===== config.mk =====
export PLATFORM = sky130hd
export DESIGN_NAME = cache_arbiter_flat
export DESIGN_NICKNAME = d
export VERILOG_FILES = /design/src/rtl/cache_arbiter_pkg.sv /design/src/rtl/cache_arbiter_if.sv /design/src/rtl/cache_arbiter_arb.sv /design/src/rtl/cache_arbiter.sv /design/src/flat_wrapper.sv
export SDC_FILE = /design/constraint.sdc
export NUM_CORES = 1
export LEC_CHECK = 0
export BUFFER_PORTS_ARGS = -buffer_cell sky130_fd_sc_hd__buf_2
export CORE_MARGIN = 1.5
export CORE_UTILIZATION = 25
export CTS_CLUSTER_SIZE = 12
export DETAILED_ROUTE_END_ITERATION = 8
export GPL_TIMING_DRIVEN = 0
export PLACE_DENSITY = 0.4
export SLEW_MARGIN = 15
export SYNTH_ARGS = -nofsm -noshare
export SYNTH_HDL_FRONTEND = slang
export SYNTH_SLANG_ARGS = --single-unit

===== constraint.sdc =====
create_clock -name clk -period 4.55 [get_ports clk]
set_clock_uncertainty 0.05 [all_clocks]
set_input_delay 0.2275 -clock clk [delete_from_list [all_inputs] [get_ports clk]]
set_output_delay 0.2275 -clock clk [all_outputs]
set_load 0.1 [all_outputs]

===== src/rtl/cache_arbiter_pkg.sv =====
// cache_ctrl_pkg: shared widths, FSM state type and grant helper for the cache arbiter.
package cache_ctrl_pkg;
    localparam int ADDR_W = 5;
    localparam int DATA_W = 5;

    typedef enum logic [2:0] {IDLE, ISSUE, WAIT, STALL, RESP} state_t;

    function automatic logic [1:0] onehot(input logic p);
        return p ? 2'b10 : 2'b01;
    endfunction
endpackage


===== src/rtl/cache_arbiter_if.sv =====
// cache_arbiter_if: requester-side and cache-side signals of the two-port cache arbiter.
interface cache_arbiter_if import cache_ctrl_pkg::*; #(parameter int CNT_W = 8);
    logic [1:0]        req;
    logic [1:0]        req_write;
    logic [ADDR_W-1:0] req_address0;
    logic [ADDR_W-1:0] req_address1;
    logic [DATA_W-1:0] req_write_data0;
    logic [DATA_W-1:0] req_write_data1;
    logic [1:0]        gnt;
    logic [1:0]        done;
    logic [DATA_W-1:0] read_data;
    logic              hit;
    logic              cache_strobe;
    logic              cache_write;
    logic [ADDR_W-1:0] cache_address;
    logic [DATA_W-1:0] cache_write_data;
    logic              cache_hit;
    logic [DATA_W-1:0] cache_read_data;
    logic [CNT_W-1:0]  hit_count;
    logic [CNT_W-1:0]  miss_count;

    modport slave (
        input  req, req_write, req_address0, req_address1, req_write_data0, req_write_data1,
               cache_hit, cache_read_data,
        output gnt, done, read_data, hit, cache_strobe, cache_write, cache_address,
               cache_write_data, hit_count, miss_count
    );

    modport master (
        output req, req_write, req_address0, req_address1, req_write_data0, req_write_data1,
               cache_hit, cache_read_data,
        input  gnt, done, read_data, hit, cache_strobe, cache_write, cache_address,
               cache_write_data, hit_count, miss_count
    );
endinterface


===== src/rtl/cache_arbiter_arb.sv =====
// rr_arbiter2: two-way round-robin arbiter; a tie goes to the port not granted last.
module rr_arbiter2 (
    input  logic       clk,
    input  logic       rst_n,
    input  logic [1:0] req,
    input  logic       adv,
    output logic [1:0] gnt
);
    logic last;

    always_comb gnt = {req[1] & (~req[0] | ~last), req[0] & (~req[1] | last)};

    // last resets to port 1 so port 0 wins the first tie
    always_ff @(posedge clk or negedge rst_n)
        if (!rst_n)
            last <= 1'b1;
        else if (adv)
            last <= gnt[1];
endmodule


===== src/rtl/cache_arbiter.sv =====
// cache_arbiter: serves one of two ports at a time against a single cache, with a fixed miss stall.
module cache_arbiter import cache_ctrl_pkg::*; #(
    parameter int MISS_PENALTY = 4,
    parameter int CNT_W        = 8
) (
    input  logic            clk,
    input  logic            rst_n,
    cache_arbiter_if.slave  bus
);
    state_t            state;
    logic              port;
    logic [3:0]        stall_cnt;
    logic [DATA_W-1:0] rdata_q;
    logic [CNT_W-1:0]  hc;
    logic [CNT_W-1:0]  mc;
    logic [1:0]        win;
    logic              adv;

    assign adv            = state == IDLE && |bus.req;
    assign bus.hit_count  = hc;
    assign bus.miss_count = mc;

    rr_arbiter2 u_arb (.clk(clk), .rst_n(rst_n), .req(bus.req), .adv(adv), .gnt(win));

    always_ff @(posedge clk or negedge rst_n) begin
        if (!rst_n) begin
            state                <= IDLE;
            port                 <= 1'b0;
            stall_cnt            <= '0;
            rdata_q              <= '0;
            hc                   <= '0;
            mc                   <= '0;
            bus.gnt              <= '0;
            bus.done             <= '0;
            bus.read_data        <= '0;
            bus.hit              <= 1'b0;
            bus.cache_strobe     <= 1'b0;
            bus.cache_write      <= 1'b0;
            bus.cache_address    <= '0;
            bus.cache_write_data <= '0;
        end else begin
            bus.gnt          <= '0;
            bus.done         <= '0;
            bus.cache_strobe <= 1'b0;
            case (state)
                IDLE: if (adv) begin
                    state                <= ISSUE;
                    port                 <= win[1];
                    bus.gnt              <= win;
                    bus.cache_strobe     <= 1'b1;
                    bus.cache_write      <= win[1] ? bus.req_write[1] : bus.req_write[0];
                    bus.cache_address    <= win[1] ? bus.req_address1 : bus.req_address0;
                    bus.cache_write_data <= win[1] ? bus.req_write_data1 : bus.req_write_data0;
                end
                ISSUE: state <= WAIT;
                WAIT: begin
                    rdata_q <= bus.cache_read_data;
                    if (bus.cache_hit) begin
                        if (!(&hc)) hc <= hc + 1'b1;
                        state    <= RESP;
                        bus.done <= onehot(port);
                        bus.hit  <= 1'b1;
                        if (!bus.cache_write) bus.read_data <= bus.cache_read_data;
                    end else begin
                        if (!(&mc)) mc <= mc + 1'b1;
                        state     <= STALL;
                        stall_cnt <= 4'(MISS_PENALTY - 1);
                    end
                end
                STALL: if (stall_cnt == '0) begin
                    state    <= RESP;
                    bus.done <= onehot(port);
                    bus.hit  <= 1'b0;
                    if (!bus.cache_write) bus.read_data <= rdata_q;
                end else begin
                    stall_cnt <= stall_cnt - 1'b1;
                end
                RESP: state <= IDLE;
                default: state <= IDLE;
            endcase
        end
    end
endmodule


===== src/flat_wrapper.sv =====
// flat-port wrapper written by rule: the top's interface ports become plain ports
module cache_arbiter_flat import cache_ctrl_pkg::*;
#(
    parameter int MISS_PENALTY = 4,
    parameter int CNT_W        = 8
)
  (clk, rst_n, bus_req, bus_req_write, bus_req_address0, bus_req_address1, bus_req_write_data0, bus_req_write_data1, bus_cache_hit, bus_cache_read_data, bus_gnt, bus_done, bus_read_data, bus_hit, bus_cache_strobe, bus_cache_write, bus_cache_address, bus_cache_write_data, bus_hit_count, bus_miss_count);
  cache_arbiter_if #(.CNT_W(CNT_W)) bus_i ();
  input  logic clk;
  input  logic rst_n;
  input wire logic [$bits(bus_i.req)-1:0] bus_req;
  input wire logic [$bits(bus_i.req_write)-1:0] bus_req_write;
  input wire logic [$bits(bus_i.req_address0)-1:0] bus_req_address0;
  input wire logic [$bits(bus_i.req_address1)-1:0] bus_req_address1;
  input wire logic [$bits(bus_i.req_write_data0)-1:0] bus_req_write_data0;
  input wire logic [$bits(bus_i.req_write_data1)-1:0] bus_req_write_data1;
  input wire logic [$bits(bus_i.cache_hit)-1:0] bus_cache_hit;
  input wire logic [$bits(bus_i.cache_read_data)-1:0] bus_cache_read_data;
  output wire logic [$bits(bus_i.gnt)-1:0] bus_gnt;
  output wire logic [$bits(bus_i.done)-1:0] bus_done;
  output wire logic [$bits(bus_i.read_data)-1:0] bus_read_data;
  output wire logic [$bits(bus_i.hit)-1:0] bus_hit;
  output wire logic [$bits(bus_i.cache_strobe)-1:0] bus_cache_strobe;
  output wire logic [$bits(bus_i.cache_write)-1:0] bus_cache_write;
  output wire logic [$bits(bus_i.cache_address)-1:0] bus_cache_address;
  output wire logic [$bits(bus_i.cache_write_data)-1:0] bus_cache_write_data;
  output wire logic [$bits(bus_i.hit_count)-1:0] bus_hit_count;
  output wire logic [$bits(bus_i.miss_count)-1:0] bus_miss_count;
  assign bus_i.req = bus_req;
  assign bus_i.req_write = bus_req_write;
  assign bus_i.req_address0 = bus_req_address0;
  assign bus_i.req_address1 = bus_req_address1;
  assign bus_i.req_write_data0 = bus_req_write_data0;
  assign bus_i.req_write_data1 = bus_req_write_data1;
  assign bus_i.cache_hit = bus_cache_hit;
  assign bus_i.cache_read_data = bus_cache_read_data;
  assign bus_gnt = bus_i.gnt;
  assign bus_done = bus_i.done;
  assign bus_read_data = bus_i.read_data;
  assign bus_hit = bus_i.hit;
  assign bus_cache_strobe = bus_i.cache_strobe;
  assign bus_cache_write = bus_i.cache_write;
  assign bus_cache_address = bus_i.cache_address;
  assign bus_cache_write_data = bus_i.cache_write_data;
  assign bus_hit_count = bus_i.hit_count;
  assign bus_miss_count = bus_i.miss_count;
  cache_arbiter #(.MISS_PENALTY(MISS_PENALTY), .CNT_W(CNT_W)) u_core (.clk(clk), .rst_n(rst_n), .bus(bus_i));
endmodule

==> impl_metrics.env <==
export IMPL_root_buffer="clkbuf_8"
export IMPL_hold_viol=0
export IMPL_crit_chain="buf_2 > nor3_1 > o21ai_1 > buf_2 > mux2_2"
export IMPL_wl_per_cell_um=13.0
export IMPL_crit_path_end_kind="register"
export IMPL_drv_slew=0
export IMPL_synth_area_top_cells="dfrtp_1 52%, mux2_2 21%, nand2_1 2.3%, ha_1 2.0%, nand4_1 1.5%"
export IMPL_place_area_mm2=0.00298
export IMPL_rows=36
export IMPL_drive_gt1_share_pct=47.7
export IMPL_port_buffers=69
export IMPL_critical_path_required_ps=4690
export IMPL_clock_sinks=52
export IMPL_yosysWarnings=0
export IMPL_fill_cells=1011
export IMPL_grt_pass1_wl_um=8620
export IMPL_ys_ff_latch=52
export IMPL_antenna_found_initial=0
export IMPL_grt_pass1_vias=1711
export IMPL_boundaryPins=70
export IMPL_num_vias=1814
export IMPL_insertion_delay_ps=300
export IMPL_rsz0062_at_grt="false"
export IMPL_synth_area_mm2=0.00247
export IMPL_h_tree_depth=2
export IMPL_clock_path_buffers=2
export IMPL_rr_startpoint="u_core.state[2]"
export IMPL_die_width_um=102
export IMPL_yosysTopAreaCell="dfrtp_1"
export IMPL_max_slew_margin_pct=46.3
export IMPL_drc_errors=0
export IMPL_diodes=0
export IMPL_fin_area_mm2=0.00312
export IMPL_grtUsageTotal_pct=10.8
export IMPL_yosysTopAreaCellShare_pct=51.8
export IMPL_critPathKind="reg2reg"
export IMPL_fin_setup_tns_ps=0
export IMPL_synthArstFlopShare_pct=100
export IMPL_setup_viol=0
export IMPL_arrival_ps=2200
export IMPL_start_util_pct=25.5
export IMPL_timing_fmax_ghz=0.485
export IMPL_cts_setup_buffers=0
export IMPL_layout_min_cycle_time_ps=2060
export IMPL_cts_buffers=5
export IMPL_clk_pin_slew_ps=100
export IMPL_start_kind="register"
export IMPL_synth_edff_count=0
export IMPL_finalNetCount=314
export IMPL_dp_hpwl_um=3780
export IMPL_critPathSlowestCell="nor3_1"
export IMPL_hold_buffers=1
export IMPL_drt_iter0_drc=40
export IMPL_core_area_mm2=0.00968
export IMPL_synthCells=201
export IMPL_path_buf_inv=2
export IMPL_cp_common_cell="buf_2"
export IMPL_cts_tree="built"
export IMPL_grt_ovfl_total=0
export IMPL_grt_max_degree=53
export IMPL_die_area_mm2=0.0105
export IMPL_synth_area_per_cell_um2=12.3
export IMPL_worstMarginPinSlew_ps=804
export IMPL_synth_common_cells="51 x dfrtp_1, 46 x mux2_2, 15 x nand2_1, 8 x inv_1"
export IMPL_drv_cap=0
export IMPL_viasPerCell=4.40
export IMPL_antenna_left=0
export IMPL_finalCritPeriodShare_pct=45.3
export IMPL_drt_pass1_iterations=4
export IMPL_yosysSeqAreaShare_pct=52.8
export IMPL_status="finished clean"
export IMPL_area_growth_pct=26.4
export IMPL_wl_um=5360
export IMPL_gp_congestion=0.700
export IMPL_min_from="bus_req[0]"
export IMPL_cts_resized=0
export IMPL_synthFlopType="dfrtp_1"
export IMPL_critical_path_startpoint="u_core.state[2]"
export IMPL_critPathMaxFanout=10
export IMPL_cpPeakStageDelay_ps=470
export IMPL_yosysMostFrequentCell="dfrtp_1"
export IMPL_syn_nets=237
export IMPL_yosysUniqueCellTypes=42
export IMPL_die_h_um=102
export IMPL_crit_family="simple AND/OR/NAND/NOR gates"
export IMPL_hp_class="in2reg"
logic make-up (layout without fill, tap and decap cells):
family	Yosys count	after routing	share of synthesized area [%]
buffers and inverters	15	93	2.54
xor gates and xnor gates	4	4	1.42
muxes	50	50	22.7
AOI/OAI and AO/OA	22	22	5.53
and+or+nand+nor	54	54	13.0
DFF	52	52	52.8
adders and majority gates	4	4	2.03
sequential cells by signal (all words and copies together) (netlist names):
signal / count
u_core.bus.done: 2
u_core.bus.read_data: 5
u_core.bus.gnt: 2
u_core.bus.hit: 1
u_core.bus.hit_count: 8
u_core.bus.cache_write_data: 5
u_core.stall_cnt: 4
u_core.bus.cache_strobe: 1
u_core.bus.cache_write: 1
u_core.u_arb.last: 1
u_core.rdata_q: 5
u_core.port: 1
u_core.state: 3
u_core.bus.miss_count: 8
u_core.bus.cache_address: 5
routing by layer:
layer  part of all wire, %  up-vias  global-route usage [%]
li1                      -      876                       -
met1                    45      894                    14.4
met2                    48       38                    16.8
met3                   4.4        6                    2.94
met4                   1.7        0                    3.90
met5                     0        -                       0
metrics by stage:
step	utilization (%)	worst slack, ps	cells	hold slack, ps
floorplan	-	2240	201	-118
CTS	32.2	2430	412	43.7
finish	32.2	2490	412	64.2
detailed placement	30.8	2450	403	286
global placement	30.7	2460	403	374
global route	32.2	2250	412	66.5
worst reg2reg max path: stages (launching register included):
cell,delay (ps)
dfrtp_1,360
buf_2,170
nor3_1,480
o21ai_1,310
buf_2,290
mux2_2,290
worst paths after layout:
check	end	slack, ps	cells past startpoint
min in group asynchronous	u_core.bus.hit_count[4]	460	2
worst max register to register	u_core.bus.cache_address[4]	2490	5
worst min register to register	u_core.bus.done[0]	400	1
worst max-delay path	u_core.bus.cache_address[4]	2490	5
max in group asynchronous	u_core.bus.cache_write	3530	2
worst min-delay path	u_core.u_arb.last	60	2
final cells by class:
cell class / count / area [µm²] / area share, %
sequential: 52 / 1300 / 41.8
multi-input combinational: 134 / 1100 / 35.3
timing repair buffer: 70 / 358 / 11.5
tap: 133 / 166 / 5.34
clock buffer: 7 / 96.3 / 3.09
buffer: 7 / 32.5 / 1.04
clock inverter: 1 / 30.0 / 0.963
inverter: 8 / 30.0 / 0.963
placed cells by master, fill, tap and decap left out, types with 3 or more instances in the layout:
cell type / Yosys / layout
xnor2_1: 3 / 3
nor2_1: 4 / 4
a21oi_1: 6 / 6
clkbuf_8: 0 / 7
mux2_2: 46 / 46
nor3_1: 5 / 5
dfrtp_1: 51 / 51
nand4_1: 6 / 6
nand2_1: 15 / 15
mux2i_1: 3 / 3
ha_1: 4 / 4
o21ai_0: 5 / 5
buf_2: 5 / 73
inv_1: 8 / 8
nand3_1: 6 / 6
Power is left out: the tool's default activity adds up to more than one toggle a clock period on the data nets, which glitch-free logic cannot reach.
